<file path="src/rtl/timekeeper_multialarm_pkg.sv">
// ============================================================================
// Module  : timekeeper_multialarm_pkg
// Brief   : Shared encodings, BCD limits and helpers for the timekeeper core
// Rev     : 1.0  initial release
// ============================================================================
`default_nettype none

package timekeeper_multialarm_pkg;

  localparam logic [1:0] ST_IDLE   = 2'd0;
  localparam logic [1:0] ST_RING   = 2'd1;
  localparam logic [1:0] ST_SNOOZE = 2'd2;

  localparam logic [7:0] BCD_MINSEC_MAX = 8'h59;
  localparam logic [7:0] BCD_HOUR_MAX   = 8'h23;
  localparam logic [7:0] BCD_NOON       = 8'h12;

  typedef struct packed {
    logic [7:0] hh;
    logic [7:0] mm;
  } alarm_t;

  function automatic logic is_bcd(input logic [7:0] b);
    return (b[7:4] <= 4'd9) && (b[3:0] <= 4'd9);
  endfunction

  // BCD subtraction only works without a borrow, hence the split at 20 and 22.
  function automatic logic [7:0] to_12h(input logic [7:0] hh24);
    logic [7:0] r;
    r = hh24;
    if (hh24 == 8'h00)       r = BCD_NOON;
    else if (hh24 >= 8'h22)  r = hh24 - 8'h12;
    else if (hh24 >= 8'h20)  r = hh24 - 8'h18;
    else if (hh24 >= 8'h13)  r = hh24 - 8'h12;
    return r;
  endfunction

endpackage

`default_nettype wire

</file>
<file path="src/rtl/timekeeper_multialarm_if.sv">
// ============================================================================
// Module  : timekeeper_multialarm_if
// Brief   : Register-style write port for time and alarm programming
// Rev     : 1.0  initial release
// ============================================================================
`default_nettype none

interface timekeeper_multialarm_if;
  logic       wr_en;
  logic [3:0] wr_addr;
  logic [7:0] wr_hour_BCD;
  logic [7:0] wr_min_BCD;
  logic       wr_err;

  modport master (output wr_en, wr_addr, wr_hour_BCD, wr_min_BCD, input wr_err);
  modport slave  (input wr_en, wr_addr, wr_hour_BCD, wr_min_BCD, output wr_err);
endinterface

`default_nettype wire

</file>
<file path="src/rtl/timekeeper_multialarm_bcd_hms_counter.sv">
// ============================================================================
// Module  : bcd_hms_counter
// Brief   : 24-hour BCD hh:mm:ss registers with tick increment, load and wrap
// Rev     : 1.0  initial release
// ============================================================================
`default_nettype none

module bcd_hms_counter
  import timekeeper_multialarm_pkg::*;
(
  input  logic       clk,
  input  logic       rst_N,
  input  logic       tick_i,
  input  logic       load_i,
  input  logic [7:0] load_hh_i,
  input  logic [7:0] load_mm_i,
  output logic [7:0] hh_o,
  output logic [7:0] mm_o,
  output logic [7:0] ss_o,
  output logic [7:0] nxt_hh_o,
  output logic [7:0] nxt_mm_o,
  output logic [7:0] nxt_ss_o,
  output logic       wrap_o
);

  logic [7:0] hh_q, mm_q, ss_q;
  logic       w_carry_s, w_carry_m;

  function automatic logic [7:0] bcd_inc(input logic [7:0] v, input logic [7:0] max);
    if (v == max)          return 8'h00;
    if (v[3:0] == 4'd9)    return {v[7:4] + 4'd1, 4'd0};
    return v + 8'd1;
  endfunction

  assign w_carry_s = (ss_q == BCD_MINSEC_MAX);
  assign w_carry_m = w_carry_s && (mm_q == BCD_MINSEC_MAX);

  assign nxt_ss_o = bcd_inc(ss_q, BCD_MINSEC_MAX);
  assign nxt_mm_o = w_carry_s ? bcd_inc(mm_q, BCD_MINSEC_MAX) : mm_q;
  assign nxt_hh_o = w_carry_m ? bcd_inc(hh_q, BCD_HOUR_MAX) : hh_q;
  assign wrap_o   = tick_i && !load_i && w_carry_m;

  always_ff @(posedge clk or negedge rst_N) begin
    if (!rst_N) begin
      hh_q <= 8'h00;
      mm_q <= 8'h00;
      ss_q <= 8'h00;
    end else if (load_i) begin
      hh_q <= load_hh_i;
      mm_q <= load_mm_i;
      ss_q <= 8'h00;
    end else if (tick_i) begin
      hh_q <= nxt_hh_o;
      mm_q <= nxt_mm_o;
      ss_q <= nxt_ss_o;
    end
  end

  assign hh_o = hh_q;
  assign mm_o = mm_q;
  assign ss_o = ss_q;

endmodule

`default_nettype wire

</file>
<file path="src/rtl/timekeeper_multialarm.sv">
// ============================================================================
// Module  : timekeeper_multialarm
// Brief   : BCD time-of-day core with multiple alarms, snooze FSM and chime
// Rev     : 1.0  initial release
// ============================================================================
`default_nettype none

module timekeeper_multialarm
  import timekeeper_multialarm_pkg::*;
#(
  parameter int NUM_ALARMS = 4,
  parameter int SNOOZE_MIN = 5,
  parameter int RING_SEC   = 60,
  parameter int CHIME_SEC  = 2
) (
  input  logic                  clk,
  input  logic                  rst_N,
  timekeeper_multialarm_if.slave wr_if,
  input  logic                  tick_1hz,
  input  logic [NUM_ALARMS-1:0] alarm_en,
  input  logic                  mode_12h,
  input  logic                  snooze,
  input  logic                  dismiss,
  output logic [23:0]           time_BCD,
  output logic                  pm,
  output logic                  hourly_pulse,
  output logic                  LED_hourly,
  output logic                  alarm_ring,
  output logic [3:0]            alarm_id
);

  localparam logic [3:0]  C_NUM_ALARMS = 4'(NUM_ALARMS);
  localparam logic [7:0]  C_RING_LAST  = 8'(RING_SEC - 1);
  localparam logic [11:0] C_SNZ_LOAD   = 12'(SNOOZE_MIN * 60);
  localparam logic [5:0]  C_CHIME_LOAD = 6'(CHIME_SEC);

  logic       w_wr_ok, w_time_wr, w_tick, w_wrap;
  logic [7:0] w_hh, w_mm, w_ss, w_nxt_hh, w_nxt_mm, w_nxt_ss;

  assign w_wr_ok = is_bcd(wr_if.wr_hour_BCD) && is_bcd(wr_if.wr_min_BCD)
                && (wr_if.wr_hour_BCD <= BCD_HOUR_MAX)
                && (wr_if.wr_min_BCD <= BCD_MINSEC_MAX)
                && (wr_if.wr_addr <= C_NUM_ALARMS);
  assign w_time_wr = wr_if.wr_en && w_wr_ok && (wr_if.wr_addr == 4'd0);
  // An accepted time write swallows a coincident tick entirely (no match, no count).
  assign w_tick = tick_1hz && !w_time_wr;

  bcd_hms_counter u_hms (
    .clk       (clk),
    .rst_N     (rst_N),
    .tick_i    (w_tick),
    .load_i    (w_time_wr),
    .load_hh_i (wr_if.wr_hour_BCD),
    .load_mm_i (wr_if.wr_min_BCD),
    .hh_o      (w_hh),
    .mm_o      (w_mm),
    .ss_o      (w_ss),
    .nxt_hh_o  (w_nxt_hh),
    .nxt_mm_o  (w_nxt_mm),
    .nxt_ss_o  (w_nxt_ss),
    .wrap_o    (w_wrap)
  );

  alarm_t [NUM_ALARMS-1:0] alarm_q;
  logic   [NUM_ALARMS-1:0] w_hit;
  logic   [3:0]            w_hit_id;
  logic                    w_en_cur;

  always_ff @(posedge clk or negedge rst_N) begin
    if (!rst_N) begin
      alarm_q <= '0;
    end else begin
      for (int i = 0; i < NUM_ALARMS; i++) begin
        if (wr_if.wr_en && w_wr_ok && (wr_if.wr_addr == 4'(i + 1))) begin
          alarm_q[i].hh <= wr_if.wr_hour_BCD;
          alarm_q[i].mm <= wr_if.wr_min_BCD;
        end
      end
    end
  end

  generate
    for (genvar gi = 0; gi < NUM_ALARMS; gi++) begin : g_match
      assign w_hit[gi] = w_tick && alarm_en[gi] && (w_nxt_ss == 8'h00)
                      && (alarm_q[gi].hh == w_nxt_hh) && (alarm_q[gi].mm == w_nxt_mm);
    end
  endgenerate

  // alarm_id is 1-based (matches wr_addr) so that 0 can mean "none".
  logic [1:0]  state_q, state_d;
  logic [3:0]  id_q, id_d;
  logic [7:0]  ring_cnt_q, ring_cnt_d;
  logic [11:0] snz_cnt_q, snz_cnt_d;

  always_comb begin
    w_hit_id = 4'd0;
    for (int i = NUM_ALARMS - 1; i >= 0; i--) begin
      if (w_hit[i]) w_hit_id = 4'(i + 1);
    end
    w_en_cur = 1'b0;
    for (int i = 0; i < NUM_ALARMS; i++) begin
      if (id_q == 4'(i + 1)) w_en_cur = alarm_en[i];
    end
  end

  always_comb begin
    state_d    = state_q;
    id_d       = id_q;
    ring_cnt_d = ring_cnt_q;
    snz_cnt_d  = snz_cnt_q;
    case (state_q)
      ST_IDLE: begin
        if (|w_hit) begin
          state_d    = ST_RING;
          id_d       = w_hit_id;
          ring_cnt_d = 8'd0;
        end
      end
      ST_RING: begin
        if (dismiss || !w_en_cur) begin
          state_d = ST_IDLE;
          id_d    = 4'd0;
        end else if (snooze) begin
          state_d   = ST_SNOOZE;
          snz_cnt_d = C_SNZ_LOAD;
        end else if (w_tick) begin
          if (ring_cnt_q == C_RING_LAST) begin
            state_d = ST_IDLE;
            id_d    = 4'd0;
          end else begin
            ring_cnt_d = ring_cnt_q + 8'd1;
          end
        end
      end
      ST_SNOOZE: begin
        if (dismiss || !w_en_cur) begin
          state_d = ST_IDLE;
          id_d    = 4'd0;
        end else if (|w_hit) begin
          state_d    = ST_RING;
          id_d       = w_hit_id;
          ring_cnt_d = 8'd0;
        end else if (w_tick) begin
          if (snz_cnt_q <= 12'd1) begin
            state_d    = ST_RING;
            ring_cnt_d = 8'd0;
          end else begin
            snz_cnt_d = snz_cnt_q - 12'd1;
          end
        end
      end
      default: begin
        state_d = ST_IDLE;
        id_d    = 4'd0;
      end
    endcase
  end

  logic [5:0] chime_q;
  logic       hourly_q, wr_err_q;

  always_ff @(posedge clk or negedge rst_N) begin
    if (!rst_N) begin
      state_q    <= ST_IDLE;
      id_q       <= 4'd0;
      ring_cnt_q <= 8'd0;
      snz_cnt_q  <= 12'd0;
      chime_q    <= 6'd0;
      hourly_q   <= 1'b0;
      wr_err_q   <= 1'b0;
    end else begin
      state_q    <= state_d;
      id_q       <= id_d;
      ring_cnt_q <= ring_cnt_d;
      snz_cnt_q  <= snz_cnt_d;
      hourly_q   <= w_wrap;
      wr_err_q   <= wr_if.wr_en && !w_wr_ok;
      if (w_time_wr)                       chime_q <= 6'd0;
      else if (w_wrap)                     chime_q <= C_CHIME_LOAD;
      else if (w_tick && chime_q != 6'd0)  chime_q <= chime_q - 6'd1;
    end
  end

  assign time_BCD     = {(mode_12h ? to_12h(w_hh) : w_hh), w_mm, w_ss};
  assign pm           = (w_hh >= BCD_NOON);
  assign hourly_pulse = hourly_q;
  assign LED_hourly   = (chime_q != 6'd0);
  assign alarm_ring   = (state_q == ST_RING);
  assign alarm_id     = id_q;
  assign wr_if.wr_err = wr_err_q;

endmodule

`default_nettype wire

</file>
<file path="src/flat_wrapper.sv">
// flat-port wrapper written by rule: the top's interface ports become plain ports
module timekeeper_multialarm_flat import timekeeper_multialarm_pkg::*;
#(
  parameter int NUM_ALARMS = 4,
  parameter int SNOOZE_MIN = 5,
  parameter int RING_SEC   = 60,
  parameter int CHIME_SEC  = 2
)
  (clk, rst_N, tick_1hz, alarm_en, mode_12h, snooze, dismiss, time_BCD, pm, hourly_pulse, LED_hourly, alarm_ring, alarm_id, wr_if_wr_en, wr_if_wr_addr, wr_if_wr_hour_BCD, wr_if_wr_min_BCD, wr_if_wr_err);
  timekeeper_multialarm_if wr_if_i ();
  input  logic clk;
  input  logic rst_N;
  input  logic tick_1hz;
  input  logic [NUM_ALARMS-1:0] alarm_en;
  input  logic mode_12h;
  input  logic snooze;
  input  logic dismiss;
  output logic [23:0] time_BCD;
  output logic pm;
  output logic hourly_pulse;
  output logic LED_hourly;
  output logic alarm_ring;
  output logic [3:0] alarm_id;
  input wire logic [$bits(wr_if_i.wr_en)-1:0] wr_if_wr_en;
  input wire logic [$bits(wr_if_i.wr_addr)-1:0] wr_if_wr_addr;
  input wire logic [$bits(wr_if_i.wr_hour_BCD)-1:0] wr_if_wr_hour_BCD;
  input wire logic [$bits(wr_if_i.wr_min_BCD)-1:0] wr_if_wr_min_BCD;
  output wire logic [$bits(wr_if_i.wr_err)-1:0] wr_if_wr_err;
  assign wr_if_i.wr_en = wr_if_wr_en;
  assign wr_if_i.wr_addr = wr_if_wr_addr;
  assign wr_if_i.wr_hour_BCD = wr_if_wr_hour_BCD;
  assign wr_if_i.wr_min_BCD = wr_if_wr_min_BCD;
  assign wr_if_wr_err = wr_if_i.wr_err;
  timekeeper_multialarm #(.NUM_ALARMS(NUM_ALARMS), .SNOOZE_MIN(SNOOZE_MIN), .RING_SEC(RING_SEC), .CHIME_SEC(CHIME_SEC)) u_core (.clk(clk), .rst_N(rst_N), .wr_if(wr_if_i), .tick_1hz(tick_1hz), .alarm_en(alarm_en), .mode_12h(mode_12h), .snooze(snooze), .dismiss(dismiss), .time_BCD(time_BCD), .pm(pm), .hourly_pulse(hourly_pulse), .LED_hourly(LED_hourly), .alarm_ring(alarm_ring), .alarm_id(alarm_id));
endmodule
</file>
<file path="config.mk">
export PLATFORM = sky130hd
export DESIGN_NAME = timekeeper_multialarm_flat
export DESIGN_NICKNAME = d
export VERILOG_FILES = /design/src/rtl/timekeeper_multialarm_pkg.sv /design/src/rtl/timekeeper_multialarm_if.sv /design/src/rtl/timekeeper_multialarm_bcd_hms_counter.sv /design/src/rtl/timekeeper_multialarm.sv /design/src/flat_wrapper.sv
export SDC_FILE = /design/constraint.sdc
export NUM_CORES = 1
export LEC_CHECK = 0
export ABC_CLOCK_PERIOD_IN_PS = 4000
export BUFFER_PORTS_ARGS = -buffer_cell sky130_fd_sc_hd__buf_2
export CAP_MARGIN = 20
export CORE_MARGIN = 2
export CORE_UTILIZATION = 55
export DETAILED_ROUTE_END_ITERATION = 16
export PLACE_DENSITY = 0.79
export SLEW_MARGIN = 40
export SYNTH_ARGS = -nofsm -noshare
export SYNTH_HDL_FRONTEND = slang
export SYNTH_SLANG_ARGS = --single-unit
</file>
<file path="constraint.sdc">
create_clock -name clk -period 4 [get_ports clk]
set_clock_uncertainty 0.15 [all_clocks]
set_input_delay 0.4 -clock clk [delete_from_list [all_inputs] [get_ports clk]]
set_output_delay 0.4 -clock clk [all_outputs]
set_load 0.01 [all_outputs]
</file>
==> qor.txt <==
outcome -> completed
Top FF cell, synth -> dfrtp_1
clock-pin slew on the worst setup and hold paths -> 0.06 ns
Slew HR -> 51.1%
Psw -> 1.28 mW
worst-path cell with the longest stage delay -> or4b_1
Hold WC Path Type -> in2reg
Startpoint Class -> flip-flop
initial antenna violation count -> 0
nature of the critical path endpoint -> flip-flop
Worst Hold Endpoint -> u_core.wr_if.wr_err
CP delay by family, top -> simple AND/OR/NAND/NOR gates
root buf cell -> clkbuf_16
WL per Instance -> 19.7 µm
I/O Buffers -> 63
Final setup viols -> 0
Layout area overhead -> 17.0%
mux cell area share after synthesis -> 9.69%
largest stage delay on the critical path -> 0.58 ns
Worst IR Drop VDD -> 0.281 mV
fin crit share -> 95.0%
distinct cell type count after synthesis -> 86
core region area -> 15100 µm²
Yosys reg bits -> 122
Final Util -> 65.8%
Compound-Gate Fraction of Synth Area -> 15.6%
Reg power frac -> 35.6%
Pwr Total -> 3.96 mW
Fmax -> 263 MHz
antenna cells -> 0
arrival time worst endpoint -> 4.00 ns
GP Congestion -> 0.994
Nets -> 1083
Final Max Slew Viols -> 0
total grt overflow -> 0
WP buf/inv -> 3
fill cell total of the finished layout -> 1225
Clk pwr share -> 38.8%
required time at the worst-slack endpoint -> 4.20 ns
XOR/XNOR Fraction of Synth Area -> 7.92%
Remaining DRCs -> 0
worst slew pin tran -> 0.730 ns
synthesized instance count -> 928
maxcap violations -> 0
r2r endpoint -> u_core.ring_cnt_q[2]
crit path cell chain -> inv_1, ha_1, buf_4, and3b_2, nand4_4, buf_4, nor3b_1, or4b_1, and4bb_1, nand3_1, nor4b_2, nor4_2, or4b_1, a31oi_1
Non-Filler Instances -> 1227
IO Count -> 64
first-pass GRT wire length -> 38.9 mm
hpwl dp -> 17.9 mm
unrepaired setup endpoints after global routing -> false
share of layout cells above drive strength 1 -> 24.4%
pin count of the biggest net entering global routing -> 64
synthesized cell area -> 8520 µm²
Synth top area share -> 35.8%
Antenna Violating Nets Remaining -> 0
initial core utilization -> 56.2%
Clock Sinks -> 122
internal power -> 2.68 mW
placed cell count -> 1193
CTS buffer count -> 17
Rows -> 45
die footprint -> 16500 µm²
Hold Startpoint -> wr_if_wr_en
Worst Hold Depth -> 2
most common cell after layout, fill and taps aside -> dfrtp_1
Ys Warns -> 0
Worst path depth -> 14
DR vias -> 7717
largest area contributor in the netlist -> dfrtp_1
commonest non-fill, non-tap cells in the layout -> 121 x dfrtp_1, 74 x nand2_1, 64 x nor2_1, 62 x buf_2, 61 x o21ai_0
Async SR Flop Fraction -> 100%
Seq/Total Area, Yosys -> 35.8%
Post-Syn Area per Cell -> 9.18 µm²
Post-synth EDFFs -> 0
largest cells by area after synthesis -> dfrtp_1 36%, mux2_2 7.8%, xnor2_1 4.9%, ha_1 3.8%, o21ai_0 3.6%
Synth Area in Simple Gates -> 23.1%
worst skew pair latency -> 0.43 ns
drt first pass iters -> 5
Reg2Reg Depth -> 14
area of the multi-input gates -> 5160 µm²
FF-to-FF setup slack -> 0.20 ns
largest family of logic cells by synthesized area -> simple AND/OR/NAND/NOR gates
DR iter-0 viols -> 539
CTS tree -> built
Setup CP Type -> reg2reg
Net Sw Frac -> 32.3%
vias per std cell -> 6.29
final wirelength -> 24.2 mm
worst-case clock buffer depth -> 2
die height -> 128 µm
r2r startpoint -> u_core.u_hms.ss_o[1]
worst-path fanout max -> 9
synthesized net count -> 985
Hold Vio Cnt, Final -> 0
Comb pwr share -> 25.6%
Tot GR Track Use -> 30.4%
Leakage -> 4.57 nW
P per Cell Area -> 397 nW/µm²
vias in the first global route -> 7478
H-Tree Depth -> 4
Synth Area in Adders -> 3.82%
register area -> 3050 µm²
Tmin final -> 3.80 ns
die width -> 128 µm
state kept, by name (all words and copies together), names as in the netlist:
name / count
u_core.alarm_id: 4
u_core.alarm_q: 64
u_core.chime_q: 6
u_core.hourly_pulse: 1
u_core.ring_cnt_q: 8
u_core.snz_cnt_q: 12
u_core.state_q: 2
u_core.u_hms.hh_o: 8
u_core.u_hms.mm_o: 8
u_core.u_hms.ss_o: 8
u_core.wr_if.wr_err: 1
final cells by class:
type	count	share of cell area (%)
Multi-Input combinational cell	729	51.8
Timing Repair Buffer	125	8.05
Tap cell	188	2.36
Clock buffer	19	4.45
Clock inverter	13	1.47
Sequential cell	122	30.7
Inverter	31	1.17
synthesized netlist by cell type, types with 12 or more instances:
library cell,n
mux2_2,59
or3_1,12
a211oi_1,13
and2_1,15
ha_1,26
xnor2_1,48
nor4_1,16
clkbuf_1,24
mux2i_1,12
nor3_1,29
a21oi_1,56
xor2_1,16
nor2_1,64
nand2_1,74
inv_1,30
o21ai_0,61
dfrtp_1,122
nand4_1,26
nand3_1,35
a31oi_1,14
buf_2,13
per-stage QoR:
stage                     instance area (µm²)  hold slack, ns  setup TNS, ns  setup WS, ns
final                                    9960          0.0712              0         0.198
after global routing                     9960          0.0996              0       0.00757
after CTS                                9930          0.0653              0        0.0485
after detailed placement                 9320           0.355      -0.000547     -0.000547
after global placement                   9320           0.341              0        0.0412
after floorplan                          8520         -0.0456              0         0.302
power groups by stage:
stage	logic [mW]	clock network (mW)	registers (mW)
after global placement	0.982	0	1.42
after detailed placement	0.994	0	1.43
after global routing	1.12	1.60	1.42
after CTS	1.00	1.55	1.41
final	1.01	1.54	1.41
after floorplan	0.620	0	1.44
logic make-up (layout without fill, tap and decap cells):
kind of cell / count (synthesis) / count (layout)
buf+inv: 77 / 188
xor+xnor: 69 / 69
fa+ha+maj: 26 / 26
compound gates: 208 / 208
mux: 74 / 74
flops: 122 / 122
simple gates: 352 / 352
routing by layer:
layer,wire length [µm],up-vias,global-route usage [%]
met5,0,-,0
met4,666,0,11.1
met3,1640,62,4.70
met2,11400,330,49.9
met1,10500,3722,41.1
li1,-,3603,-
worst max-delay path by stage:
stage                               from              endpoint  slack, ns
global route        u_core.u_hms.ss_o[5]  u_core.ring_cnt_q[2]      0.008
finish              u_core.u_hms.ss_o[1]  u_core.ring_cnt_q[2]       0.20
global placement    u_core.u_hms.hh_o[1]   u_core.snz_cnt_q[2]       0.04
floorplan           u_core.u_hms.ss_o[0]   u_core.snz_cnt_q[2]       0.30
CTS                 u_core.u_hms.hh_o[1]  u_core.snz_cnt_q[10]       0.05
detailed placement  u_core.u_hms.hh_o[1]  u_core.snz_cnt_q[10]    -0.0005
timing repair:
item,CTS,global route
hold endpoints to repair,62,0
setup endpoints to repair,2,12
setup buffers,0,1
pin swaps,0,1
hold buffers,1,0
resized for setup,3,10
Power figures use the tool's default switching activity.
